File: config.mk
export PLATFORM = sky130hd
export DESIGN_NAME = pc_unit
export DESIGN_NICKNAME = d
export VERILOG_FILES = /design/src/rtl/pc_unit.sv
export SDC_FILE = /design/constraint.sdc
export NUM_CORES = 1
export LEC_CHECK = 0
export ABC_AREA = 1
export CORE_MARGIN = 2
export CORE_UTILIZATION = 30
export CTS_CLUSTER_DIAMETER = 30
export DETAILED_ROUTE_END_ITERATION = 8
export RECOVER_POWER = 100
export REMOVE_ABC_BUFFERS = 1
export SYNTH_ARGS = -nofsm -noshare
export SYNTH_HDL_FRONTEND = slang
export SYNTH_SLANG_ARGS = --single-unit
export TNS_END_PERCENT = 30
File: constraint.sdc
create_clock -name clk_i -period 6.76 [get_ports clk_i]
set_clock_uncertainty 0.05 [all_clocks]
set_input_delay 1.352 -clock clk_i [delete_from_list [all_inputs] [get_ports clk_i]]
set_output_delay 1.352 -clock clk_i [all_outputs]
set_load 0.01 [all_outputs]
File: src/rtl/pc_unit.sv
// Fetch-stage program counter: sequential increment, stall, redirects,
// and a circular return-address stack for call/return.
module pc_unit #(
    parameter int          PC_W         = 16,
    parameter int          PC_INC       = 4,
    parameter logic [15:0] RESET_VECTOR = 16'h0000,
    parameter int          RAS_DEPTH    = 4
) (
    input  logic                           clk_i,
    input  logic                           rst_i,
    input  logic                           stall_i,
    input  logic                           branch_taken_i,
    input  logic [PC_W-1:0]                branch_target_i,
    input  logic                           jump_i,
    input  logic [PC_W-1:0]                jump_target_i,
    input  logic                           call_i,
    input  logic                           ret_i,
    output logic [PC_W-1:0]                pc_value_o,
    output logic [PC_W-1:0]                pc_next_o,
    output logic [$clog2(RAS_DEPTH+1)-1:0] ras_count_o,
    output logic                           ras_empty_o,
    output logic                           ras_full_o,
    output logic                           ras_overflow_o,
    output logic                           ras_underflow_o
);

    localparam int CNT_W = $clog2(RAS_DEPTH + 1);
    localparam int PTR_W = (RAS_DEPTH > 1) ? $clog2(RAS_DEPTH) : 1;
    localparam logic [PC_W-1:0]  INC     = PC_W'(PC_INC);
    localparam logic [PC_W-1:0]  RST_PC  = PC_W'(RESET_VECTOR);
    localparam logic [CNT_W-1:0] DEPTH_C = CNT_W'(RAS_DEPTH);
    localparam logic [PTR_W-1:0] LAST    = PTR_W'(RAS_DEPTH - 1);

    logic [PC_W-1:0]  pc_q;
    logic [PC_W-1:0]  pc_seq;
    logic [PC_W-1:0]  pc_next;
    logic [PC_W-1:0]  ras_top;
    logic [PC_W-1:0]  ras_mem [RAS_DEPTH];
    logic [PTR_W-1:0] wr_ptr;
    logic [PTR_W-1:0] ptr_inc;
    logic [PTR_W-1:0] ptr_dec;
    logic [CNT_W-1:0] count;
    logic             push;
    logic             pop;
    logic             ovf_set;
    logic             unf_set;
    logic             ovf;
    logic             unf;

    // wr_ptr names the next free slot; the top of stack sits just below it
    assign pc_seq  = pc_q + INC;
    assign ptr_inc = (wr_ptr == LAST) ? '0 : wr_ptr + 1'b1;
    assign ptr_dec = (wr_ptr == '0) ? LAST : wr_ptr - 1'b1;
    assign ras_top = ras_mem[ptr_dec];

    always_comb begin
        pc_next = pc_seq;
        push    = 1'b0;
        pop     = 1'b0;
        ovf_set = 1'b0;
        unf_set = 1'b0;
        if (rst_i) begin
            pc_next = RST_PC;
        end else if (stall_i) begin
            pc_next = pc_q;
        end else if (ret_i) begin
            if (count != '0) begin
                pc_next = ras_top;
                pop     = 1'b1;
            end else begin
                unf_set = 1'b1;
            end
        end else if (jump_i) begin
            pc_next = jump_target_i;
            push    = call_i;
            ovf_set = call_i && (count == DEPTH_C);
        end else if (branch_taken_i) begin
            pc_next = branch_target_i;
        end
    end

    always_ff @(posedge clk_i) begin
        if (rst_i) begin
            pc_q   <= RST_PC;
            wr_ptr <= '0;
            count  <= '0;
            ovf    <= 1'b0;
            unf    <= 1'b0;
        end else begin
            pc_q <= pc_next;
            if (push) begin
                wr_ptr <= ptr_inc;
                if (count != DEPTH_C) begin
                    count <= count + 1'b1;
                end
            end else if (pop) begin
                wr_ptr <= ptr_dec;
                count  <= count - 1'b1;
            end
            if (ovf_set) begin
                ovf <= 1'b1;
            end
            if (unf_set) begin
                unf <= 1'b1;
            end
        end
    end

    // A push when full lands on the oldest slot, overwriting it
    always_ff @(posedge clk_i) begin
        if (push) begin
            ras_mem[wr_ptr] <= pc_seq;
        end
    end

    assign pc_value_o      = pc_q;
    assign pc_next_o       = pc_next;
    assign ras_count_o     = count;
    assign ras_empty_o     = (count == '0);
    assign ras_full_o      = (count == DEPTH_C);
    assign ras_overflow_o  = ovf;
    assign ras_underflow_o = unf;

endmodule

==> flow_metrics.py, run 1 <==
metrics = {
    "synthesis": {
        "netlist.area_leader.share": 0.4264,
        "synth-edff-count": 64,
        "yosys_most_used_dff": "edfxtp_1",
        "yosys_warnings": 0,
        "synth_top_cell_by_area": "edfxtp_1",
        "yosysMostFrequentCell": "nand2_1",
        "synth_area_leaders": "edfxtp_1 43%, nand2_1 12%, dfxtp_1 10%",
        "synth.avg_cell_area_um2": 8.768,
        "synth_cell_types": 35,
        "synth_cells": 514,
        "async_flop_share": 0,
        "synthTopCellsByCount": "139 x nand2_1, 64 x edfxtp_1, 59 x nand3_1",
        "synth_area_um2": 4507,
        "yosysSeqAreaShare": 0.5286,
        "synth_seq_cells": 87,
    },
    "layout": {
        "area_growth_pct": 25.29,
        "fin_util": 0.3871,
        "antennaDiodeCount": 0,
        "nNetsFinal": 628,
        "multi_input_area_um2": 1779,
        "drive_above_1_share": 0.07313,
        "nFillCells": 1432,
        "regArea_um2": 2382,
        "stdcell_area_um2": 5647,
    },
    "hold_path": {
        "holdCritStartpoint": "ras_underflow_o",
        "hp-class": "register to register",
    },
    "timing": {
        "finalCriticalPeriod_ns": 5.823,
        "maxClockFrequency_mhz": 171.7,
        "slew_viol_final": 88,
        "relSlewSlack": -0.1416,
        "fin_setup_tns_ns": 0,
        "fin_ws_ns": 0.9368,
        "setup_violations": 0,
        "hold_viol": 0,
        "rsz0062_at_grt": "no",
        "worst_slew_pin_slew_ns": 1.706,
        "final.period_utilization": 0.8614,
    },
    "clock_tree": {
        "cts_hold_buf": 0,
        "clk_pin_slew_ns": 0.06,
        "ctsLongestPathBuffers": 2,
        "post_cts_resized": 0,
        "cts_setup_buffers": 0,
        "htree_levels": 3,
        "cts_root_buffer": "clkbuf_16",
        "clock-sinks": 87,
        "cts_made_buffers": 9,
        "clk_latency_ns": 0.34,
        "cts_tree": "done",
    },
    "die": {
        "dieArea_um2": 16020,
        "die_x_um": 126.6,
        "core_area_um2": 14590,
        "initial_utilization": 0.3089,
        "ioPinCount": 78,
        "chipHeight_um": 126.6,
        "num_rows": 44,
    },
    "grt": {
        "grt.total_usage": 0.1532,
        "grt_pass1_wl_mm": 19.27,
        "grt_pass1_vias": 3633,
        "antenna_found_initial": 0,
        "overflow": 0,
        "grt_max_degree": 40,
    },
    "critical_path": {
        "startpoint": "ret_i",
        "endpoint_kind": "primary output",
        "crit_arrival_ns": 4.42,
        "worstSetupPathType": "input pin to primary output",
        "crit_fanout": 18,
        "cp-start-kind": "input pin",
        "timing.rr.start": "wr_ptr[0]",
        "r2r_slack_ns": 4.08,
        "cp.required_ns": 5.36,
    },
    "routing": {
        "antenna_left": 0,
        "route.detailed.drc": 0,
        "first_pass_iters": 5,
        "routed_via_density": 4.880,
        "vias": 3767,
        "wirelength_mm": 12.23,
        "wl_per_cell_um": 15.84,
        "drt_iter0_drc": 261,
    },
    "placed_design": {
        "place.gp.congestion": 0.8094,
        "pre_cts_slack_ns": 1.700,
        "dp_hpwl_mm": 8.436,
        "port_buffers": 77,
        "placed_area_um2": 5395,
    },
    "power": {
        "power.density_nw_per_um2": 234.4,
        "peakVddDrop_mv": 0.1496,
        "power_leakage_nw": 2.262,
        "finalPower_w": 0.001324,
    },
    "status": {
        "violations": "capacitance limit, slew limit",
        "status": "complete, but fails checks",
    },
    "job": {
        "max_cap_violations": 5,
    },
}
-- registers in the layout, indices dropped and copies added, names as in the netlist --
signal,flops
ras_overflow_o,1
ras_mem,64
ras_underflow_o,1
ras_count_o,3
pc_value_o,16
wr_ptr,2
-- critical path, cell delays in order --
cell	delay [ns]
clkdlybuf4s50_1	0.59
inv_2	0.13
a21oi_1	1.20
nand2_1	0.25
nand2_1	0.18
a21oi_1	0.07
dlygate4sd3_1	0.64
-- layout by cell type (no fill, tap or decap), types with 2 or more instances in the layout --
master	instances
clkdlybuf4s50_1	42
buf_4	3
clkbuf_16	9
o21ai_1	2
nand2_1	142
o21ai_0	30
a21oi_1	45
nor2_2	2
nand2_4	3
o22ai_1	5
a21boi_0	3
inv_2	5
inv_1	32
or2_2	4
a21oi_2	2
nor2_4	2
xor2_1	4
clkinv_4	3
ha_1	5
nand2_2	4
nand3_1	59
bufinv_16	2
dfxtp_1	23
nor2_1	45
edfxtp_1	64
dlygate4sd3_1	35
-- metal layers --
metal  part of all wire  track usage
met5                  0            0
met3              0.033      0.01350
met1               0.46       0.2098
met4              0.014      0.05301
met2               0.49       0.2551
-- where the power goes --
part           total [W]  switching [W]  internal, W  leakage (nW)
combinational   0.000191       0.000110    0.0000805          1.33
clock           0.000527       0.000203     0.000324         0.153
sequential      0.000606      0.0000163     0.000590         0.774
total            0.00132       0.000329     0.000994          2.26
-- cell type report --
| type | count | area share |
|---|---|---|
| Sequential cell | 87 | 0.4219 |
| Multi-Input combinational cell | 368 | 0.3151 |
| Timing Repair Buffer | 80 | 0.1405 |
| Tap cell | 184 | 0.04077 |
| Clock buffer | 9 | 0.03988 |
| Inverter | 37 | 0.02460 |
| Clock inverter | 7 | 0.01728 |
-- path summary, 6_finish.rpt --
path                                         to  depth (start not counted)
worst min register to register  ras_underflow_o                          2
worst min-delay path            ras_underflow_o                          2
worst max register to register    ras_mem[0][2]                          4
worst max-delay path               pc_next_o[6]                          7
-- kinds of logic (layout without fill, tap and decap cells) --
family | count (synthesis) | count (layout) | share of synthesized area
buf+inv | 59 | 133 | 0.06302
simple gates | 264 | 264 | 0.2635
compound gates | 93 | 93 | 0.1169
xor+xnor | 5 | 5 | 0.009716
fa+ha+maj | 6 | 6 | 0.01832
flops | 87 | 87 | 0.5286
-- through the flow --
| stage | hold WS (ns) | std cells |
|---|---|---|
| finish | 0.4424 | 772 |
| global route | 0.4674 | 772 |
| CTS | 0.4502 | 772 |
| detailed placement | 0.4314 | 756 |
| global placement | 0.4023 | 756 |
| floorplan | 0.4415 | 492 |
Power figures use the tool's default switching activity.
==> run 2, diff against run 1 <==
--- a/config.mk
+++ b/config.mk
@@ -12,6 +12,7 @@
 export DETAILED_ROUTE_END_ITERATION = 8
 export RECOVER_POWER = 100
 export REMOVE_ABC_BUFFERS = 1
+export SKIP_LAST_GASP = 1
 export SYNTH_ARGS = -nofsm -noshare
 export SYNTH_HDL_FRONTEND = slang
 export SYNTH_SLANG_ARGS = --single-unit
==> results of run 2 <==
No change in the layout: final DEF, timing and power equal those of run 1.
==> run 3, diff against run 2 <==
--- a/config.mk
+++ b/config.mk
@@ -7,9 +7,11 @@
 export LEC_CHECK = 0
 export ABC_AREA = 1
 export CORE_MARGIN = 2
-export CORE_UTILIZATION = 30
+export CORE_UTILIZATION = 55
 export CTS_CLUSTER_DIAMETER = 30
 export DETAILED_ROUTE_END_ITERATION = 8
+export GPL_TIMING_DRIVEN = 1
+export PLACE_DENSITY = 0.83
 export RECOVER_POWER = 100
 export REMOVE_ABC_BUFFERS = 1
 export SKIP_LAST_GASP = 1
==> run 3 against run 2 <==
Compared with the run above: design area is 4.5% lower; the run still ends with capacitance limit, slew limit left; sequential share of layout area grew 2.0 points; critical endpoint is now pc_next_o[7]; highest routed layer unchanged; die area is 44% lower; via count is 2.6% higher; sequential power about the same.
==> flow_metrics.py, run 3 (synthesis results as in run 1) <==
metrics = {
    "die": {
        "ioPinCount": 78,
        "die_x_um": 94.52,
        "core_area_um2": 8093,
        "initial_utilization": 0.5569,
        "num_rows": 33,
        "chipHeight_um": 94.52,
        "dieArea_um2": 8934,
    },
    "timing": {
        "finalCriticalPeriod_ns": 5.889,
        "maxClockFrequency_mhz": 169.8,
        "setup_violations": 0,
        "relSlewSlack": -0.1727,
        "hold_ws_ns": 0.4384,
        "rsz0062_at_grt": "no",
        "fin_setup_tns_ns": 0,
        "slew_viol_final": 88,
        "final.period_utilization": 0.8712,
        "hold_viol": 0,
        "fin_ws_ns": 0.8705,
        "worst_slew_pin_slew_ns": 1.759,
    },
    "clock_tree": {
        "post_cts_resized": 0,
        "htree_levels": 3,
        "cts_tree": "done",
        "cts_made_buffers": 9,
        "cts_setup_buffers": 0,
        "clk_latency_ns": 0.36,
        "clk_pin_slew_ns": 0.08,
        "cts_root_buffer": "clkbuf_8",
        "cts_hold_buf": 0,
        "ctsLongestPathBuffers": 2,
        "clock-sinks": 87,
    },
    "critical_path": {
        "cp-start-kind": "input pin",
        "timing.rr.start": "wr_ptr[0]",
        "worstSetupPathType": "input pin to primary output",
        "r2r_slack_ns": 3.73,
        "reg2reg_depth": 5,
        "endpoint_kind": "primary output",
        "crit_fanout": 18,
        "cp.required_ns": 5.36,
        "r2r-end": "ras_mem[0][9]",
        "crit_arrival_ns": 4.49,
    },
    "routing": {
        "wirelength_mm": 11.74,
        "routed_via_density": 5.585,
        "antenna_left": 0,
        "drt_iter0_drc": 354,
        "vias": 3865,
        "wl_per_cell_um": 16.97,
        "first_pass_iters": 5,
        "route.detailed.drc": 0,
    },
    "layout": {
        "area_growth_pct": 19.68,
        "nNetsFinal": 627,
        "drive_above_1_share": 0.06985,
        "multi_input_area_um2": 1789,
        "stdcell_area_um2": 5394,
        "regMostFlops": "ras_mem",
        "fin_util": 0.6665,
        "layout_common_cells": "141 x nand2_1, 64 x edfxtp_1, 59 x nand3_1, 45 x a21oi_1, 44 x nor2_1",
        "regArea_um2": 2382,
        "layout_commonest_cell": "nand2_1",
        "nFillCells": 673,
        "largest_register_ffs": 64,
        "antennaDiodeCount": 0,
    },
    "power": {
        "power_leakage_nw": 2.195,
        "peakVddDrop_mv": 0.1449,
        "power.density_nw_per_um2": 207.0,
    },
    "grt": {
        "antenna_found_initial": 0,
        "grt_pass1_wl_mm": 18.27,
        "grt.total_usage": 0.2746,
        "grt_max_degree": 28,
        "grt_pass1_vias": 3627,
        "overflow": 0,
    },
    "hold_path": {
        "hp-class": "register to register",
        "holdCritStartpoint": "ras_overflow_o",
        "worstHoldPathCells": 2,
        "min_to": "ras_overflow_o",
    },
    "job": {
        "max_cap_violations": 5,
    },
    "placed_design": {
        "port_buffers": 77,
        "dp_hpwl_mm": 7.589,
        "place.gp.congestion": 0.9095,
        "placed_area_um2": 5289,
        "pre_cts_slack_ns": 1.546,
    },
    "status": {
        "violations": "capacitance limit, slew limit",
        "status": "complete, but fails checks",
    },
}
run 3: worst max path at each step:
stage,slack (ns),start,to
floorplan,2.94,stall_i,pc_next_o[0]
global placement,1.61,jump_i,pc_next_o[12]
detailed placement,1.55,jump_i,pc_next_o[12]
CTS,1.54,jump_i,pc_next_o[10]
global route,0.72,ret_i,pc_next_o[15]
finish,0.87,ret_i,pc_next_o[7]
run 3: routing by layer:
metal / share of wire / track usage / vias up
met4: 0.020 / 0.1014 / 0
met3: 0.085 / 0.05108 / 23
met1: 0.41 / 0.3519 / 1783
met2: 0.49 / 0.4667 / 185
met5: 0 / 0 / -
li1: - / - / 1874
run 3: where the power goes:
| group | switching [W] | total [W] | internal (W) | leakage [nW] |
|---|---|---|---|---|
| sequential | 0.0000172 | 0.000606 | 0.000589 | 0.774 |
| clock | 0.000180 | 0.000321 | 0.000141 | 0.0838 |
| combinational | 0.000109 | 0.000189 | 0.0000804 | 1.34 |
run 3: per-stage QoR:
step,power [W],cells
floorplan,0.0007172,492
global placement,0.0008114,676
CTS,0.001124,692
detailed placement,0.0008155,676
finish,0.001117,692
global route,0.001159,692
run 3: final cells by class:
class,instances,area share
Clock buffer,12,0.02691
Clock inverter,4,0.003943
Inverter,37,0.02575
Multi-Input combinational cell,368,0.3317
Sequential cell,87,0.4417
Tap cell,105,0.02436
Timing Repair Buffer,79,0.1457
run 3: critical path, cell delays in order:
cell	delay, ns
clkdlybuf4s50_1	0.57
inv_2	0.13
a21oi_1	1.33
nand2_1	0.21
nand3_1	0.18
a21oi_1	0.08
dlygate4sd3_1	0.61
